<file path="config.mk">
export PLATFORM = sky130hd
export DESIGN_NAME = add_operand_feeder
export DESIGN_NICKNAME = d
export VERILOG_FILES = /design/src/rtl/add_pkg.sv /design/src/rtl/sync_fifo.sv /design/src/rtl/add_operand_feeder.sv
export SDC_FILE = /design/constraint.sdc
export NUM_CORES = 1
export LEC_CHECK = 0
export CAP_MARGIN = 20
export CORE_ASPECT_RATIO = 1.5
export CORE_MARGIN = 4
export CORE_UTILIZATION = 45
export DETAILED_ROUTE_END_ITERATION = 10
export PLACE_DENSITY = 0.73
export SYNTH_ARGS = -nofsm -noshare
export SYNTH_HDL_FRONTEND = slang
export SYNTH_SLANG_ARGS = --single-unit
</file>
<file path="constraint.sdc">
create_clock -name clk -period 4.5 [get_ports clk]
set_input_delay 0.675 -clock clk [delete_from_list [all_inputs] [get_ports clk]]
set_output_delay 0.675 -clock clk [all_outputs]
set_load 0.005 [all_outputs]
</file>
<file path="src/rtl/add_pkg.sv">
`default_nettype none
// ============================================================================
// Module      : add_pkg
// Description : Shared definitions for the add/sub datapath: operation tag
//               encoding, feeder FSM state type and pair counter width.
// Revision    : 1.0 - initial release
// ============================================================================
package add_pkg;

    // Operation tag carried with every operand word
    localparam logic OP_ADD = 1'b0;
    localparam logic OP_SUB = 1'b1;

    // Width of the issued-pair counter
    localparam int PAIR_COUNT_W = 16;

    // Pairing FSM: collect A, collect B, then present the pair
    typedef enum logic [1:0] {
        WAIT_A = 2'd0,
        WAIT_B = 2'd1,
        ISSUE  = 2'd2
    } feeder_state_t;

endpackage : add_pkg
`default_nettype wire

</file>
<file path="src/rtl/sync_fifo.sv">
`default_nettype none
// ============================================================================
// Module      : sync_fifo
// Description : Single-clock FIFO with registered occupancy count, flush and
//               fall-through read data (head word visible on rdata).
// Revision    : 1.0 - initial release
// ============================================================================
module sync_fifo #(
    parameter int WIDTH = 9,
    parameter int DEPTH = 4
) (
    input  logic             clk,
    input  logic             rst_n,
    input  logic             flush,
    input  logic             push,
    input  logic             pop,
    input  logic [WIDTH-1:0] wdata,
    output logic [WIDTH-1:0] rdata,
    output logic             full,
    output logic             empty
);

    localparam int            c_addr_w     = $clog2(DEPTH);
    localparam logic [c_addr_w:0] c_full_count = (c_addr_w + 1)'(DEPTH);

    logic [WIDTH-1:0]    r_mem [DEPTH];
    logic [c_addr_w-1:0] r_wptr;
    logic [c_addr_w-1:0] r_rptr;
    logic [c_addr_w:0]   r_count;

    logic w_do_push;
    logic w_do_pop;

    // Flags come straight from the registered count, so a pop never frees
    // space for a push in the same cycle.
    assign full      = (r_count == c_full_count);
    assign empty     = (r_count == '0);
    assign w_do_push = push && !full && !flush;
    assign w_do_pop  = pop && !empty && !flush;
    assign rdata     = r_mem[r_rptr];

    // Storage array: written only on an accepted push
    always_ff @(posedge clk) begin
        if (w_do_push) begin
            r_mem[r_wptr] <= wdata;
        end
    end

    // Pointers and occupancy; flush empties the FIFO and drops a same-cycle push
    always_ff @(posedge clk or negedge rst_n) begin
        if (!rst_n) begin
            r_wptr  <= '0;
            r_rptr  <= '0;
            r_count <= '0;
        end else if (flush) begin
            r_wptr  <= '0;
            r_rptr  <= '0;
            r_count <= '0;
        end else begin
            if (w_do_push) begin
                r_wptr <= r_wptr + 1'b1;
            end
            if (w_do_pop) begin
                r_rptr <= r_rptr + 1'b1;
            end
            if (w_do_push && !w_do_pop) begin
                r_count <= r_count + 1'b1;
            end else if (!w_do_push && w_do_pop) begin
                r_count <= r_count - 1'b1;
            end
        end
    end

endmodule : sync_fifo
`default_nettype wire

</file>
<file path="src/rtl/add_operand_feeder.sv">
`default_nettype none
// ============================================================================
// Module      : add_operand_feeder
// Description : Buffers incoming operand words, pairs consecutive words into
//               (A, B) with the A word's op tag, and presents each pair with
//               registered outputs over a valid/ready handshake.
// Revision    : 1.0 - initial release
// ============================================================================
module add_operand_feeder
    import add_pkg::*;
#(
    parameter int DATA_WIDTH = 8,
    parameter int FIFO_DEPTH = 4
) (
    input  logic                    clk,
    input  logic                    rst_n,
    input  logic                    in_valid,
    output logic                    in_ready,
    input  logic [DATA_WIDTH-1:0]   in_data,
    input  logic                    in_op,
    input  logic                    flush,
    output logic                    out_valid,
    input  logic                    out_ready,
    output logic [DATA_WIDTH-1:0]   out_a,
    output logic [DATA_WIDTH-1:0]   out_b,
    output logic                    out_op,
    output logic [PAIR_COUNT_W-1:0] pair_count
);

    // FIFO entries carry {op, data}
    localparam int c_entry_w = DATA_WIDTH + 1;

    feeder_state_t           r_state;
    logic                    r_out_valid;
    logic [DATA_WIDTH-1:0]   r_out_a;
    logic [DATA_WIDTH-1:0]   r_out_b;
    logic                    r_out_op;
    logic [PAIR_COUNT_W-1:0] r_pair_count;

    logic [c_entry_w-1:0]    w_fifo_wdata;
    logic [c_entry_w-1:0]    w_fifo_rdata;
    logic                    w_fifo_full;
    logic                    w_fifo_empty;
    logic                    w_fifo_pop;
    logic [DATA_WIDTH-1:0]   w_head_data;
    logic                    w_head_op;

    assign w_fifo_wdata = {in_op, in_data};
    assign w_head_data  = w_fifo_rdata[DATA_WIDTH-1:0];
    assign w_head_op    = w_fifo_rdata[DATA_WIDTH];

    // Pop only while collecting operands; a flush cycle never captures a word
    // that is being discarded.
    assign w_fifo_pop = !flush && !w_fifo_empty &&
                        ((r_state == WAIT_A) || (r_state == WAIT_B));

    sync_fifo #(
        .WIDTH (c_entry_w),
        .DEPTH (FIFO_DEPTH)
    ) u_fifo (
        .clk   (clk),
        .rst_n (rst_n),
        .flush (flush),
        .push  (in_valid),
        .pop   (w_fifo_pop),
        .wdata (w_fifo_wdata),
        .rdata (w_fifo_rdata),
        .full  (w_fifo_full),
        .empty (w_fifo_empty)
    );

    assign in_ready   = !w_fifo_full;
    assign out_valid  = r_out_valid;
    assign out_a      = r_out_a;
    assign out_b      = r_out_b;
    assign out_op     = r_out_op;
    assign pair_count = r_pair_count;

    // Pairing FSM with registered pair outputs and issued-pair counter
    always_ff @(posedge clk or negedge rst_n) begin
        if (!rst_n) begin
            r_state      <= WAIT_A;
            r_out_valid  <= 1'b0;
            r_out_a      <= '0;
            r_out_b      <= '0;
            r_out_op     <= OP_ADD;
            r_pair_count <= '0;
        end else begin
            case (r_state)
                WAIT_A: begin
                    if (!flush && !w_fifo_empty) begin
                        r_out_a  <= w_head_data;
                        r_out_op <= w_head_op;
                        r_state  <= WAIT_B;
                    end
                end
                WAIT_B: begin
                    // A flush abandons the half-built pair
                    if (flush) begin
                        r_state <= WAIT_A;
                    end else if (!w_fifo_empty) begin
                        r_out_b     <= w_head_data;
                        r_out_valid <= 1'b1;
                        r_state     <= ISSUE;
                    end
                end
                ISSUE: begin
                    // Pending pair is held through flush until accepted
                    if (out_ready) begin
                        r_out_valid  <= 1'b0;
                        r_pair_count <= r_pair_count + 1'b1;
                        r_state      <= WAIT_A;
                    end
                end
                default: begin
                    r_out_valid <= 1'b0;
                    r_state     <= WAIT_A;
                end
            endcase
        end
    end

endmodule : add_operand_feeder
`default_nettype wire
</file>
==> summary.md <==
| Metric | Value |
|---|---|
| Status | `completed` |
| Async SR Flop Fraction | `0.544` |
| Worst-Margin Slew | `0.968 ns` |
| Die width | `78.3 um` |
| CTS resizes | `0` |
| Synth top area cells | `edfxtp_1 (32%), dfrtp_1 (32%), mux2_2 (6.1%)` |
| First DRT Iteration DRCs | `84` |
| Setup Fix Bufs, Post-CTS | `0` |
| CP max stage delay | `0.52 ns` |
| PnR worst setup slack | `about 2 ns` |
| Root Driver | `clkbuf_8` |
| Yosys cell types | `39` |
| Antenna cell count | `0` |
| Fin. max-slew vios | `0` |
| Upper clock frequency limit | `399 MHz` |
| CP required | `3.83 ns` |
| Die area | `8880 um^2` |
| Sequential share of the synthesized area | `0.647` |
| Layout Nets | `288` |
| Tot GR Track Use | `0.155` |
| Critical path cell sequence | `or3b_2 > clkdlybuf4s50_1` |
| H-Tree Depth | `3` |
| Final Non-Filler Cells | `373` |
| Placement Cell Area | `3900 um^2` |
| Max Cap Violations | `0` |
| Pwr dens | `547 nW/um^2` |
| Clock latency on the worst-skew pair | `around 0.35 ns` |
| Core area | `7230 um^2` |
| RSZ-0062 raised after global routing | `false` |
| Setup TNS | `0 ns` |
| TritonCTS clock tree | `done` |
| Post-Route WL | `5940 um` |
| PortBufs | `48` |
| First-pass GRT wire length | `between 10000 and 15000 um` |
| Slowest cell on crit path | `or3b_2` |
| Site row count | `38` |
| Post-DP HPWL | `4100 um` |
| Total Power | `2.25 mW` |
| Cell Area, Synth | `about 3300 um^2` |
| Combinational power share | `0.287` |
| TritonCTS buffer count | `9` |
| Starting density of the core | `0.461` |
| Reg2reg path depth | `7` |
| Most common cell after layout, fill and taps aside | `clkdlybuf4s50_1` |
| Final setup fails | `0` |
| Switching Share | `0.289` |
| Pre-CTS setup slack | `1.65 ns` |
| Post-synth top area cell | `edfxtp_1` |
| Placed cell count | `about 360` |
| Ys Warns | `0` |
| Rel. slew slack | `0.355` |
| Peak supply drop | `roughly 280 uV` |
| Peak fanout along the critical path | `7` |
| Most frequent cells in the layout | `clkdlybuf4s50_1 (47), dfrtp_1 (43), edfxtp_1 (36)` |
| CP Buf/Inv Count | `1` |
| Post-synth top flop | `dfrtp_1` |
| Setup CP Type | `register to output pin` |
| Reg clk slew, reported paths | `0.08 ns` |
| Layout area overhead | `23.5%` |
| Clk_skew | `0.00750 ns` |
| Cell Int Power | `1.60 mW` |
| Final period utilization | `0.557` |
| Yosys reg bits | `79` |
| Worst hold path type | `input port to async pin` |
| Logic depth of the worst path, buffers included | `2` |
| Final GP Congestion | `0.780` |
| DRT antenna net count | `0` |
| Clock power share | `0.249` |
| Seq pwr share | `0.465` |
| Psw | `0.651 mW` |
| Fillcell total | `629` |
| CP Launch Point | `u_fifo.r_count[1]` |
| Crit-path leading delay family | `simple AND/OR/NAND/NOR gates` |
| Number of global-route vias before repair | `2074` |
| Antenna violations before repair | `0` |
| Drt pass-1 iters | `4` |
| DRC violations left | `0` |
| Via count | `about 1.9k` |
| Final hold slack | `0.468 ns` |
| Post-Syn Instances | `about 220` |
| Final Cell Area | `4120 um^2` |
| Chip height | `roughly 110 um` |
| Via density | `5.06` |
| Largest net degree at the start of global routing | `44` |
| Crit path to | `in_ready` |
| Share of cells above drive strength 1 | `0.198` |
| Crit end category | `output pin` |
| Worst EP arrival | `1.83 ns` |
| Area share of the largest cell type after synthesis | `0.324` |
| Worst r2r src | `u_fifo.r_count[1]` |
| Final core occ | `0.569` |
| Worst R2R Setup Slack | `roughly 2.1 ns` |
| Clock buffer depth | `2` |
| Final hold violations | `0` |
| WL/cell | `15.9 um` |
| Net Count, Synth | `~240` |
| CTS Hold Buffers Added | `0` |
| IO Pins | `around 50` |
| Worst reg2reg endpoint | `u_fifo.r_count[2]` |
| Startpoint types | `register` |
| Clock tree sinks | `79` |
| GRT overflow | `0` |
| Number of synthesized flops with an enable pin | `36` |
| Min Clock Period, post-route | `roughly 2.5 ns` |
| Lkg Pwr | `1.58 nW` |
| Mean post-synth cell area | `approximately 16 um^2` |
## flip-flops by register name, summed over array words and instances, names as in the netlist
signal          flops
u_fifo.r_rptr       2
u_fifo.r_count      3
u_fifo.r_mem       36
out_valid           1
out_a               8
out_b               8
out_op              1
r_state             2
u_fifo.r_wptr       2
pair_count         16
## logic make-up after synthesis
family          synth area share
flops                      0.647
simple gates               0.108
mux                        0.122
xor+xnor                  0.0597
buf+inv                   0.0188
compound gates            0.0199
fa+ha+maj                 0.0248
## power groups by stage
| stage | registers, mW | logic [mW] | clock network [mW] |
|---|---|---|---|
| after global placement | 1.06 | 0.635 | 0 |
| after CTS | 1.05 | 0.659 | 0.574 |
| after detailed placement | 1.07 | 0.656 | 0 |
| after floorplan | 1.01 | 0.404 | 0 |
| final | 1.05 | 0.646 | 0.560 |
| after global routing | 1.08 | 0.717 | 0.600 |
## cells in the mapped netlist, types with 3 or more instances
library cell / number
nor2_1: 12
and2_1: 5
mux4_2: 9
edfxtp_1: 36
dfrtp_1: 43
a21oi_1: 4
xnor2_1: 14
inv_1: 8
nor3_1: 3
o31ai_1: 3
nand2_1: 10
mux2_2: 18
nand3_1: 5
nor3b_1: 3
nand4_1: 3
ha_1: 5
xor2_1: 5
## layer usage
| layer | GRT usage | share of wire | routed length, um | vias up |
|---|---|---|---|---|
| met5 | 0 | 0 | 0 | - |
| met4 | 0.0770 | 0.021 | 127 | 0 |
| met3 | 0.0458 | 0.045 | 267 | 9 |
| met2 | 0.269 | 0.53 | 3130 | 41 |
| met1 | 0.173 | 0.41 | 2420 | 956 |
| li1 | - | - | - | 882 |
## worst min-delay path by stage
| stage | startpoint | end | slack (ns) | cells after the start |
|---|---|---|---|---|
| 3_5_place_dp | pair_count[15] | pair_count[15] | 0.47 | 1 |
| 3_3_place_gp | pair_count[15] | pair_count[15] | 0.46 | 1 |
| 5_1_grt | pair_count[15] | pair_count[15] | 0.50 | 1 |
| 2_1_floorplan | rst_n | out_a[0] | 0.38 | 0 |
| 6_report | rst_n | out_b[1] | 0.47 | 1 |
| 4_1_cts | pair_count[15] | pair_count[15] | 0.48 | 1 |
## area by class of cell
type | instances | area, um^2 | area share
clock buffer | 11 | 153 | 0.0371
clock inverter | 5 | 61.3 | 0.0149
inverter | 8 | 30.0 | 0.00730
multi-input combinational | 122 | 1110 | 0.271
sequential | 79 | 2160 | 0.524
tap | 100 | 125 | 0.0304
timing repair buffer | 48 | 475 | 0.116
Power figures use the tool's default switching activity.
